`src/rtl/cvsd_decoder.sv`:
```
`default_nettype none
// ============================================================================
//  Module      : cvsd_decoder
//  Description : CVSD (continuously variable slope delta) bit-stream decoder.
//                Rebuilds the encoder's integrator value, smooths it with a
//                4-sample moving average, flags slope overload and mutes
//                itself after a long gap in the incoming bit stream.
//  Revision    : 1.0 - initial release
// ============================================================================
module cvsd_decoder #(
    parameter int BETA     = 48,   // step decay numerator, denominator is 50
    parameter int DELTA    = 1,    // step increment on a three-bit run
    parameter int STEP0    = 10,   // reset / resync step size
    parameter int IDLE_MAX = 200   // idle cycles before muting
) (
    input  logic       clk_10k,
    input  logic       rst_n,
    input  logic       bit_in,
    input  logic       bit_valid,
    output logic [7:0] xp,
    output logic [7:0] y,
    output logic       y_valid,
    output logic       slope_ovl,
    output logic       muted
);

    // ------------------------------------------------------------------------
    // Constants
    // ------------------------------------------------------------------------
    localparam logic [7:0]  c_mid      = 8'd128;
    localparam logic [9:0]  c_sum_rst  = 10'd512;
    localparam logic [7:0]  c_step0    = 8'(STEP0);
    localparam logic [7:0]  c_delta    = 8'(DELTA);
    localparam logic [7:0]  c_idle_max = 8'(IDLE_MAX);
    localparam logic [15:0] c_beta     = 16'(BETA);
    localparam logic [15:0] c_den      = 16'd50;
    localparam logic [3:0]  c_ovl_thr  = 4'd8;
    localparam logic [3:0]  c_ovl_sat  = 4'hF;

    typedef enum logic [0:0] {
        ST_RUN  = 1'b0,
        ST_MUTE = 1'b1
    } state_t;

    // ------------------------------------------------------------------------
    // State
    // ------------------------------------------------------------------------
    state_t      state_q;
    logic        muted_q;
    logic [7:0]  idle_q;

    logic [7:0]  xp_q;
    logic [7:0]  step_q;
    logic        h1_q;
    logic        h2_q;
    logic [3:0]  ovl_cnt_q;
    logic        slope_q;

    logic [7:0]  w0_q;
    logic [7:0]  w1_q;
    logic [7:0]  w2_q;
    logic [7:0]  w3_q;
    logic [9:0]  sum_q;
    logic [7:0]  y_q;
    logic        y_valid_q;
    logic        acc1_q;   // a bit was accepted on the previous edge
    logic        acc2_q;   // the window absorbed that bit on the previous edge

    // ------------------------------------------------------------------------
    // Next-state values for an accepted bit
    // ------------------------------------------------------------------------
    logic        w_flag;
    logic [15:0] w_prod;
    logic [7:0]  w_quot;
    logic [7:0]  step_d;
    logic [7:0]  xp_d;
    logic [3:0]  ovl_cnt_d;
    logic [7:0]  w_idle_inc;
    logic        w_mute_entry;

    // Step adaptation, integrator update, run detection and mute trigger
    always_comb begin
        w_flag       = (bit_in == h1_q) && (bit_in == h2_q);
        // 16-bit product keeps BETA*255 exact before the floor division
        w_prod       = c_beta * {8'd0, step_q};
        w_quot       = 8'(w_prod / c_den);
        step_d       = w_quot + (w_flag ? c_delta : 8'd0);
        // The integrator uses the step held before this update and wraps
        xp_d         = bit_in ? (xp_q + step_q) : (xp_q - step_q);
        ovl_cnt_d    = w_flag ? ((ovl_cnt_q == c_ovl_sat) ? c_ovl_sat
                                                          : ovl_cnt_q + 4'd1)
                              : 4'd0;
        // Saturate so a long mute never wraps the idle count
        w_idle_inc   = (idle_q == 8'hFF) ? idle_q : idle_q + 8'd1;
        w_mute_entry = (state_q == ST_RUN) && !bit_valid
                       && (w_idle_inc == c_idle_max);
    end

    // RUN/MUTE controller with idle-gap counter and registered muted flag
    always_ff @(posedge clk_10k or negedge rst_n) begin
        if (!rst_n) begin
            state_q <= ST_RUN;
            muted_q <= 1'b0;
            idle_q  <= 8'd0;
        end else begin
            idle_q <= bit_valid ? 8'd0 : w_idle_inc;
            case (state_q)
                ST_RUN: begin
                    if (w_mute_entry) begin
                        state_q <= ST_MUTE;
                        muted_q <= 1'b1;
                    end
                end
                ST_MUTE: begin
                    // The waking bit itself is processed by the datapath
                    if (bit_valid) begin
                        state_q <= ST_RUN;
                        muted_q <= 1'b0;
                    end
                end
            endcase
        end
    end

    // Integrator, step size, bit history and overload run counter
    always_ff @(posedge clk_10k or negedge rst_n) begin
        if (!rst_n) begin
            xp_q      <= c_mid;
            step_q    <= c_step0;
            h1_q      <= 1'b1;
            h2_q      <= 1'b0;
            ovl_cnt_q <= 4'd0;
        end else if (w_mute_entry) begin
            xp_q      <= c_mid;
            step_q    <= c_step0;
            h1_q      <= 1'b1;
            h2_q      <= 1'b0;
            ovl_cnt_q <= 4'd0;
        end else if (bit_valid) begin
            xp_q      <= xp_d;
            step_q    <= step_d;
            h2_q      <= h1_q;
            h1_q      <= bit_in;
            ovl_cnt_q <= ovl_cnt_d;
        end
    end

    // Overload indicator follows the registered run count one cycle later
    always_ff @(posedge clk_10k or negedge rst_n) begin
        if (!rst_n) begin
            slope_q <= 1'b0;
        end else if (w_mute_entry) begin
            slope_q <= 1'b0;
        end else begin
            slope_q <= (ovl_cnt_q >= c_ovl_thr);
        end
    end

    // Moving-average pipeline: window shift one edge after a bit, output next
    always_ff @(posedge clk_10k or negedge rst_n) begin
        if (!rst_n) begin
            w0_q      <= c_mid;
            w1_q      <= c_mid;
            w2_q      <= c_mid;
            w3_q      <= c_mid;
            sum_q     <= c_sum_rst;
            y_q       <= c_mid;
            y_valid_q <= 1'b0;
            acc1_q    <= 1'b0;
            acc2_q    <= 1'b0;
        end else if (w_mute_entry) begin
            // Reload the filter and drop anything still in flight
            w0_q      <= c_mid;
            w1_q      <= c_mid;
            w2_q      <= c_mid;
            w3_q      <= c_mid;
            sum_q     <= c_sum_rst;
            y_q       <= c_mid;
            y_valid_q <= 1'b0;
            acc1_q    <= 1'b0;
            acc2_q    <= 1'b0;
        end else begin
            acc1_q    <= bit_valid;
            acc2_q    <= acc1_q;
            y_valid_q <= acc2_q;
            if (acc1_q) begin
                w0_q  <= xp_q;
                w1_q  <= w0_q;
                w2_q  <= w1_q;
                w3_q  <= w2_q;
                sum_q <= sum_q + {2'b00, xp_q} - {2'b00, w3_q};
            end
            if (acc2_q) begin
                y_q <= sum_q[9:2];
            end
        end
    end

    assign xp        = xp_q;
    assign y         = y_q;
    assign y_valid   = y_valid_q;
    assign slope_ovl = slope_q;
    assign muted     = muted_q;

endmodule
`default_nettype wire

```
`config.mk`:
```
export PLATFORM = sky130hd
export DESIGN_NAME = cvsd_decoder
export DESIGN_NICKNAME = d
export VERILOG_FILES = /design/src/rtl/cvsd_decoder.sv
export SDC_FILE = /design/constraint.sdc
export NUM_CORES = 1
export LEC_CHECK = 0
export CAP_MARGIN = 15
export CORE_MARGIN = 5
export CORE_UTILIZATION = 54
export CTS_CLUSTER_DIAMETER = 30
export DETAILED_ROUTE_END_ITERATION = 16
export GPL_ROUTABILITY_DRIVEN = 0
export PLACE_DENSITY_LB_ADDON = 0.1
export SKIP_CTS_REPAIR_TIMING = 1
export SYNTH_ARGS = -nofsm -noshare
export SYNTH_HDL_FRONTEND = slang
export SYNTH_SLANG_ARGS = --single-unit
```
`constraint.sdc`:
```
create_clock -name clk_10k -period 17.5 [get_ports clk_10k]
set_input_delay 1.75 -clock clk_10k [delete_from_list [all_inputs] [get_ports clk_10k]]
set_output_delay 1.75 -clock clk_10k [all_outputs]
set_load 0.05 [all_outputs]
```
==> key figures, run 1 <==
Logic synthesis
  • Synth Cell Area: just over 7000 um2
  • Post-synth top flop: dfrtp_1
  • Synth area leader: dfrtp_1
  • Post-synth ARST share: 1.00
  • Sequential-to-total area share from yosys stat: 0.300
  • Syn_nets: between 800 and 900
  • Ys Warns: 0
  • Synth Instances: roughly 820
  • Post-synth EDFFs: 0
  • Syn_area_per_cell: ~9 um2
  • Yosys top cell area share: 0.263
  • Synth Register Bits: 86
  • Synth top area cells: dfrtp_1, ha_1, mux2i_1
  • Synth cell types: a little under 100

STA
  • Unrepaired setup endpoints after global routing: no
  • Tcrit/Tclk final: 0.568
  • Fmax: approximately 100 MHz
  • Minimum clock period after layout: 9.94 ns
  • Slew Limit Fails: 0
  • Slew @ Worst Pin: approximately 0.96 ns
  • Setup-failing EPs final: 0
  • Setup Skew: 0.00964 ns
  • Slew headroom: 0.359
  • Setup_tns: 0 ns
  • Final hold vios: 0

Clocking
  • H-tree depth: 3
  • CTS sink cnt: 86
  • Worst-skew pair later-pin latency: between 0.3 and 0.4 ns
  • TritonCTS clock tree: done
  • CTS buffer count: 9
  • CTS clock-pin slew for the worst setup and hold paths: 0.06 ns
  • CTS Buffer Depth: 2
  • Clock root buffer: clkbuf_16

Worst setup path
  • CP peak stage delay: ~0.85 ns
  • Startpoint types: flop
  • WS Path Type: reg -> reg
  • Critical path fanouts, max: 13
  • Top cell family by delay on the critical path: compound AO/OA/AOI/OAI gates
  • R2R depth: 33
  • Crit path required time: ~18 ns
  • CP arrival: 10.20 ns
  • Critical path buffers and inverters: 2
  • Crit. Startpoint: step_q[1]
  • Top cell by count, worst path: ha_1
  • Reg2reg setup slack: roughly 7.6 ns
  • R2R Path End: step_q[1]
  • Launch point of the worst reg-to-reg path: step_q[1]
  • CP max stage cell: o311ai_2
  • Crit end category: flop

GRT
  • First-pass GRT wire length: 27300 um
  • Largest net degree at the start of global routing: between 70 and 80
  • Initial antenna violation count: 0
  • Vias in the first global route: between 5000 and 6000
  • Grt total ovfl: 0
  • GRT Total Usage: 0.201

Run
  • Max cap viols: 0

Min path
  • WHS Endpoint: muted
  • Cells on Worst Hold Path: 1
  • Hold crit path type: reg -> reg
  • Hold Path Origin: muted

Cells and area
  • Area Overhead vs Synth: 7.88%
  • Fin nets: approximately 880
  • # diodes: 0
  • Fillers: 1156
  • Share of cells above drive strength 1: 0.0976

Place
  • HPWL after detailed placement: about 11000 um
  • # port buffers: 22

Floorplanning
  • Die height: around 130 um
  • Die W: ~130 um
  • Placeable Area: between 10000 and 15000 um2
  • Starting Density: 0.548
  • Rows: 42
  • IO Count: 23
  • Die Area: roughly 16000 um2

Routing
  • DRT iter0 DRCs: 426
  • Drt total wl: between 15000 and 20000 um
  • Via count: roughly 6000
  • Vias/cell: ~6
  • Routed len/inst: around 16 um
  • Antenna-violating nets left: 0
  • DR pass1 iterations: 5
  • DRC viols: 0

Run status
  • Status: finished clean
-- synthesized netlist by cell type, drive strengths merged (11+ instances only) --
master  count
a211oi     11
inv        54
nand3      18
xor2       12
buf        11
mux2i      49
nor2b      12
o21ai      29
o31ai      15
nor2      101
a21oi      40
ha         45
nor3       29
nand2      55
xnor2      32
clkbuf     25
a21o       12
dfrtp      76
-- registers in the layout (all words and copies together) (netlist names), 4 cells and up --
register   count
w3_q           8
idle_q         8
y              8
sum_q         10
w0_q           8
step_q         8
xp             8
w2_q           8
w1_q           8
ovl_cnt_q      4
-- per-stage QoR --
stage                     area (um2)  utilization  instances  setup slack (ns)  hold slack (ns)
after floorplan                 7220            -        815              9.02            0.473
after global placement          7530        0.571        981              8.31            0.492
after detailed placement        7530        0.571        981              7.78            0.506
after CTS                       7790        0.591        996              7.74            0.521
after global routing            7790        0.591        996              6.95            0.542
final                           7790        0.591        996              7.56            0.521
-- area by class of cell --
| cell class | count | area (um2) | area share |
|---|---|---|---|
| clock inverter | 4 | 25.0 | 0.00321 |
| timing repair buffer | 26 | 248 | 0.0318 |
| inverter | 54 | 203 | 0.0260 |
| clock buffer | 11 | 233 | 0.0299 |
| sequential | 86 | 2170 | 0.278 |
| tap | 176 | 220 | 0.0283 |
| multi-input combinational | 639 | 4700 | 0.603 |
-- routing by layer --
metal	share of wire	up-vias	track usage
li1	-	2913	-
met1	0.48	2905	0.275
met2	0.46	155	0.336
met3	0.041	25	0.0368
met4	0.013	0	0.0440
met5	0	-	0
-- worst max path at each step --
stage / end / cells past startpoint
after global routing: step_q[4] / 35
final: step_q[1] / 33
after global placement: step_q[1] / 33
after floorplan: step_q[1] / 34
after CTS: step_q[1] / 33
after detailed placement: step_q[1] / 33
-- cell families after synthesis --
kind of cell	Yosys count	share of synthesized area
AND/OR/NAND/NOR	278	0.186
AO/OA/AOI/OAI	208	0.224
buffers and inverters	90	0.0506
flip-flops	86	0.300
adder cells (fa/ha/maj)	55	0.106
multiplexers	54	0.0767
XOR/XNOR	44	0.0570
-- cells in the final DEF, fill, tap and decap left out, types with 11 or more instances in the layout --
cell	synthesis	final
nor2_1	100	100
nand2_1	54	54
nor3_1	28	27
dfrtp_1	76	75
inv_1	54	54
clkdlybuf4s50_1	0	21
a21o_1	12	12
xnor2_1	30	30
o21ai_0	20	20
mux2i_1	48	48
ha_1	45	45
a21oi_1	39	39
nand3_1	18	18
nor2b_1	11	11
o31ai_1	13	13
xor2_1	12	12
Power of run 1 is not shown: default switching activity piles up to over one toggle a cycle in this logic, so the estimate is an artifact.
==> run 2, diff against run 1 <==
==> constraint.sdc (replaced) <==
create_clock -name clk_10k -period 8.5 [get_ports clk_10k]
set_input_delay 0.85 -clock clk_10k [delete_from_list [all_inputs] [get_ports clk_10k]]
set_output_delay 0.85 -clock clk_10k [all_outputs]
set_load 0.05 [all_outputs]
==> run 2 against run 1 <==
Compared with the run above: fmax up 20%; first-iteration DRC count down 9.2%; worst hold slack worse by 0.12 ns; critical endpoint unchanged; register-to-register slack worse by 7.4 ns; final area up 8.8%; core utilization up 5.2 points; critical path type unchanged; sequential share of layout area down 2.2 points.
==> key figures, run 2 (synthesized netlist as in run 1, its figures left out) <==
STA
  • Slew @ Worst Pin: 0.786 ns
  • Setup-failing EPs final: 0
  • Setup Skew: around 0.0067 ns
  • Slew Limit Fails: 0
  • Fmax: 121 MHz
  • Slew headroom: 0.476
  • Tcrit/Tclk final: 0.976
  • Final hold vios: 0
  • Minimum clock period after layout: 8.30 ns

Cells and area
  • Share of cells above drive strength 1: 0.192
  • Area Overhead vs Synth: 17.3%
  • Most frequent cells in the layout: nor2_1, dfrtp_1, inv_1
  • # diodes: 0
  • Commonest non-fill, non-tap cell in the layout: nor2_1
  • Largest Register: sum_q
  • Fin nets: 912
  • Final Cell Area: approximately 8500 um2
  • Max reg flops: 10

Routing
  • Antenna-violating nets left: 0
  • Vias/cell: approximately 6
  • DRT iter0 DRCs: 387
  • DR pass1 iterations: 5
  • Via count: approximately 6200
  • Drt total wl: ~17000 um
  • DRC viols: 0
  • Routed len/inst: approximately 17 um

Clocking
  • CTS buffer count: 9
  • TritonCTS clock tree: done
  • CTS Buffer Depth: 2
  • H-tree depth: 3
  • CTS sink cnt: 86
  • Worst-skew pair later-pin latency: 0.34 ns
  • CTS clock-pin slew for the worst setup and hold paths: approximately 0.07 ns
  • Clock root buffer: clkbuf_16

Worst setup path
  • CP max stage cell: or4b_4
  • Startpoint types: flop
  • Crit path required time: 8.77 ns
  • CP peak stage delay: 0.57 ns
  • WS Path Type: reg -> reg
  • Critical path fanouts, max: 8
  • Top cell by count, worst path: ha_1
  • CP arrival: about 8.6 ns
  • Crit end category: flop

GRT
  • Grt total ovfl: 0
  • Largest net degree at the start of global routing: 63
  • Vias in the first global route: roughly 6000
  • GRT Total Usage: 0.213
  • Initial antenna violation count: 0
  • First-pass GRT wire length: 28800 um

Min path
  • Hold crit path type: in -> async

Place
  • # port buffers: 22
  • HPWL after detailed placement: ~12000 um
  • Dpl cell area: approximately 7600 um2

Run
  • Max cap viols: 0

Floorplanning
  • Die W: about 130 um
  • Die Area: between 15000 and 20000 um2
  • Die height: around 130 um
  • Rows: 42
  • IO Count: 23
  • Placeable Area: ~13000 um2
  • Starting Density: 0.548

Run status
  • Status: finished clean
run 2: changes by cell type in the layout (fill, tap and decap cells not counted), moves of 4 or more:
cell,before,now
ha_1,45,39
buf_4,5,40
ha_2,0,5
nor2_1,100,96
run 2: worst max-delay path, delay by kind of cell (launching register included):
kind | cells | cell delay (ns)
AOI/OAI and AO/OA | 12 | 3.30
xor gates and xnor gates | 1 | 0.10
and+or+nand+nor | 8 | 1.87
buffers and inverters | 2 | 0.21
muxes | 3 | 0.78
DFF | 1 | 0.56
adders and majority gates | 6 | 1.38
run 2: through the flow:
stage | std cells | hold WS (ns) | setup slack, ns | TNS, ns | util
global placement | 995 | 0.476 | 0.131 | 0 | 0.579
finish | 1034 | 0.401 | 0.201 | 0 | 0.642
detailed placement | 995 | 0.484 | -0.262 | -1.30 | 0.579
floorplan | 815 | 0.473 | 0.0197 | 0 | -
CTS | 1011 | 0.407 | -0.303 | -1.61 | 0.605
global route | 1034 | 0.424 | -0.111 | -0.371 | 0.642
run 2: worst paths after layout:
check	from	slack (ns)	end	depth (start not counted)
max	step_q[3]	0.20	step_q[1]	32
min	rst_n	0.40	y_valid	1
max reg2reg	step_q[3]	0.20	step_q[1]	32
min reg2reg	muted	0.50	muted	1
max in group asynchronous	rst_n	7.01	slope_ovl	2
min in group clk_10k	muted	0.50	muted	1
run 2: metal layers:
layer  track usage  share of wire
met5             0              0
met4        0.0440          0.014
met3        0.0373          0.039
met2         0.359           0.49
met1         0.291           0.46
run 2: final cells by class:
class,instances,area (um2)
clock buffer,10,239
clock inverter,6,109
fill,1089,4720
inverter,54,203
multi-input combinational,639,5010
sequential,86,2170
tap,176,220
timing repair buffer,63,527
Power of run 2 is left out for the same reason.
==> run 3, diff against run 2 <==
==> constraint.sdc (replaced) <==
create_clock -name clk_10k -period 8.6 [get_ports clk_10k]
set_input_delay 0.86 -clock clk_10k [delete_from_list [all_inputs] [get_ports clk_10k]]
set_output_delay 0.86 -clock clk_10k [all_outputs]
set_load 0.05 [all_outputs]
==> run 3 against run 2 <==
Compared with the run above: cell count shrank 1.8%; routed wire length is 4.5% lower; critical path depth stayed put; final area down 3.1%; clock skew is 0.0012 ns lower; die area did not move; core utilization is 2.0 points lower; sequential cell count unchanged; register-to-register slack gained 0.11 ns; setup slack better by 0.11 ns; non-clock buffer count is 19 lower; count of clock-buffer cells in the layout up 3; critical endpoint unchanged.
==> key figures, run 3 (synthesized netlist as in run 1, its figures left out) <==
Run status
  • Status: finished clean

Worst setup path
  • CP max stage cell: or4b_4
  • CP peak stage delay: between 0.5 and 0.6 ns
  • R2R depth: 32
  • Critical path fanouts, max: 9
  • Crit end category: flop
  • Top cell by count, worst path: ha_1
  • WS Path Type: reg -> reg
  • CP arrival: roughly 8.6 ns
  • Crit path required time: 8.86 ns
  • Startpoint types: flop

GRT
  • GRT Total Usage: 0.207
  • Vias in the first global route: 5941
  • Largest net degree at the start of global routing: 63
  • Initial antenna violation count: 0
  • First-pass GRT wire length: 27900 um
  • Grt total ovfl: 0

Floorplanning
  • Rows: 42
  • Die Area: roughly 16000 um2
  • Die height: 126 um
  • Die W: roughly 130 um
  • IO Count: 23
  • Placeable Area: approximately 13000 um2
  • Starting Density: 0.548

STA
  • Slew @ Worst Pin: between 1 and 1.5 ns
  • Tcrit/Tclk final: 0.964
  • Setup-failing EPs final: 0
  • Slew headroom: 0.253
  • Final hold vios: 0
  • Slew Limit Fails: 0
  • Minimum clock period after layout: ~8.3 ns
  • Setup Skew: about 0.0055 ns
  • Fmax: 121 MHz
  • Final worst slack: just over 0.3 ns

Place
  • # port buffers: 22
  • HPWL after detailed placement: approximately 12000 um
  • DP Worst Slack: -0.0499 ns

Routing
  • DR pass1 iterations: 5
  • Routed len/inst: around 16 um
  • Via count: 6076
  • Vias/cell: 5.99
  • Drt total wl: around 17000 um
  • DRC viols: 0
  • Antenna-violating nets left: 0
  • DRT iter0 DRCs: 507

Cells and area
  • Area Overhead vs Synth: 13.7%
  • Max reg flops: 10
  • Fillers: 1129
  • Commonest non-fill, non-tap cell in the layout: nor2_1
  • Largest Register: sum_q
  • # diodes: 0
  • Most frequent cells in the layout: nor2_1, dfrtp_1, inv_1, nand2_1, mux2i_1
  • Fin nets: between 800 and 900
  • Share of cells above drive strength 1: 0.162

Clocking
  • CTS clock-pin slew for the worst setup and hold paths: about 0.06 ns
  • Clock root buffer: clkbuf_16
  • CTS sink cnt: 86
  • Worst-skew pair later-pin latency: between 0.3 and 0.4 ns
  • CTS buffer count: 9
  • TritonCTS clock tree: done
  • H-tree depth: 3
  • CTS Buffer Depth: 2

Min path
  • Hold crit path type: in -> async

Run
  • Max cap viols: 0
## run 3: cell count changes in the layout (fill, tap and decap cells not counted), moves of 3 or more
cell       delta
bufinv_16     -3
xnor2_2       -3
clkbuf_8      +3
buf_4        -19
## run 3: per-layer routing
layer | GRT usage | share of wire | wire length (um)
met1 | 0.283 | 0.46 | 7550
met2 | 0.343 | 0.49 | 8140
met3 | 0.0385 | 0.042 | 694
met4 | 0.0504 | 0.012 | 196
met5 | 0 | 0 | 0
## run 3: metrics by stage
step | cell area [um2] | instances | util | hold slack, ns | TNS, ns
2_1_floorplan | 7220 | 815 | - | 0.473 | 0
3_3_place_gp | 7610 | 991 | 0.577 | 0.493 | 0
3_5_place_dp | 7610 | 991 | 0.577 | 0.493 | -0.0736
4_1_cts | 7910 | 1007 | 0.600 | 0.416 | -0.310
5_1_grt | 8210 | 1015 | 0.623 | 0.432 | -0.208
6_report | 8210 | 1015 | 0.623 | 0.416 | 0
## run 3: cell type report
| type | count | area, um2 | area share |
|---|---|---|---|
| Sequential cell | 86 | 2170 | 0.264 |
| Clock buffer | 13 | 280 | 0.0341 |
| Inverter | 54 | 203 | 0.0247 |
| Clock inverter | 3 | 23.8 | 0.00290 |
| Timing Repair Buffer | 44 | 384 | 0.0468 |
| Tap cell | 176 | 220 | 0.0268 |
| Multi-Input combinational cell | 639 | 4930 | 0.601 |
## run 3: path summary, 6_finish.rpt
path | startpoint | endpoint | slack, ns
max in group asynchronous | rst_n | step_q[7] | 7.11
hold reg to reg | muted | muted | 0.50
min in group clk_10k | muted | muted | 0.50
hold / removal | rst_n | y_valid | 0.42
setup / recovery | step_q[0] | step_q[1] | 0.31
setup reg to reg | step_q[0] | step_q[1] | 0.31
## run 3: worst max-delay path, delay by kind of cell, from the launching register on
family	cells	cell delay (ns)
buffers and inverters	1	0.13
adder cells (fa/ha/maj)	6	1.61
XOR/XNOR	1	0.17
AO/OA/AOI/OAI	13	3.34
flip-flops	1	0.39
AND/OR/NAND/NOR	10	2.22
multiplexers	1	0.35
Power of run 3 is left out for the same reason.
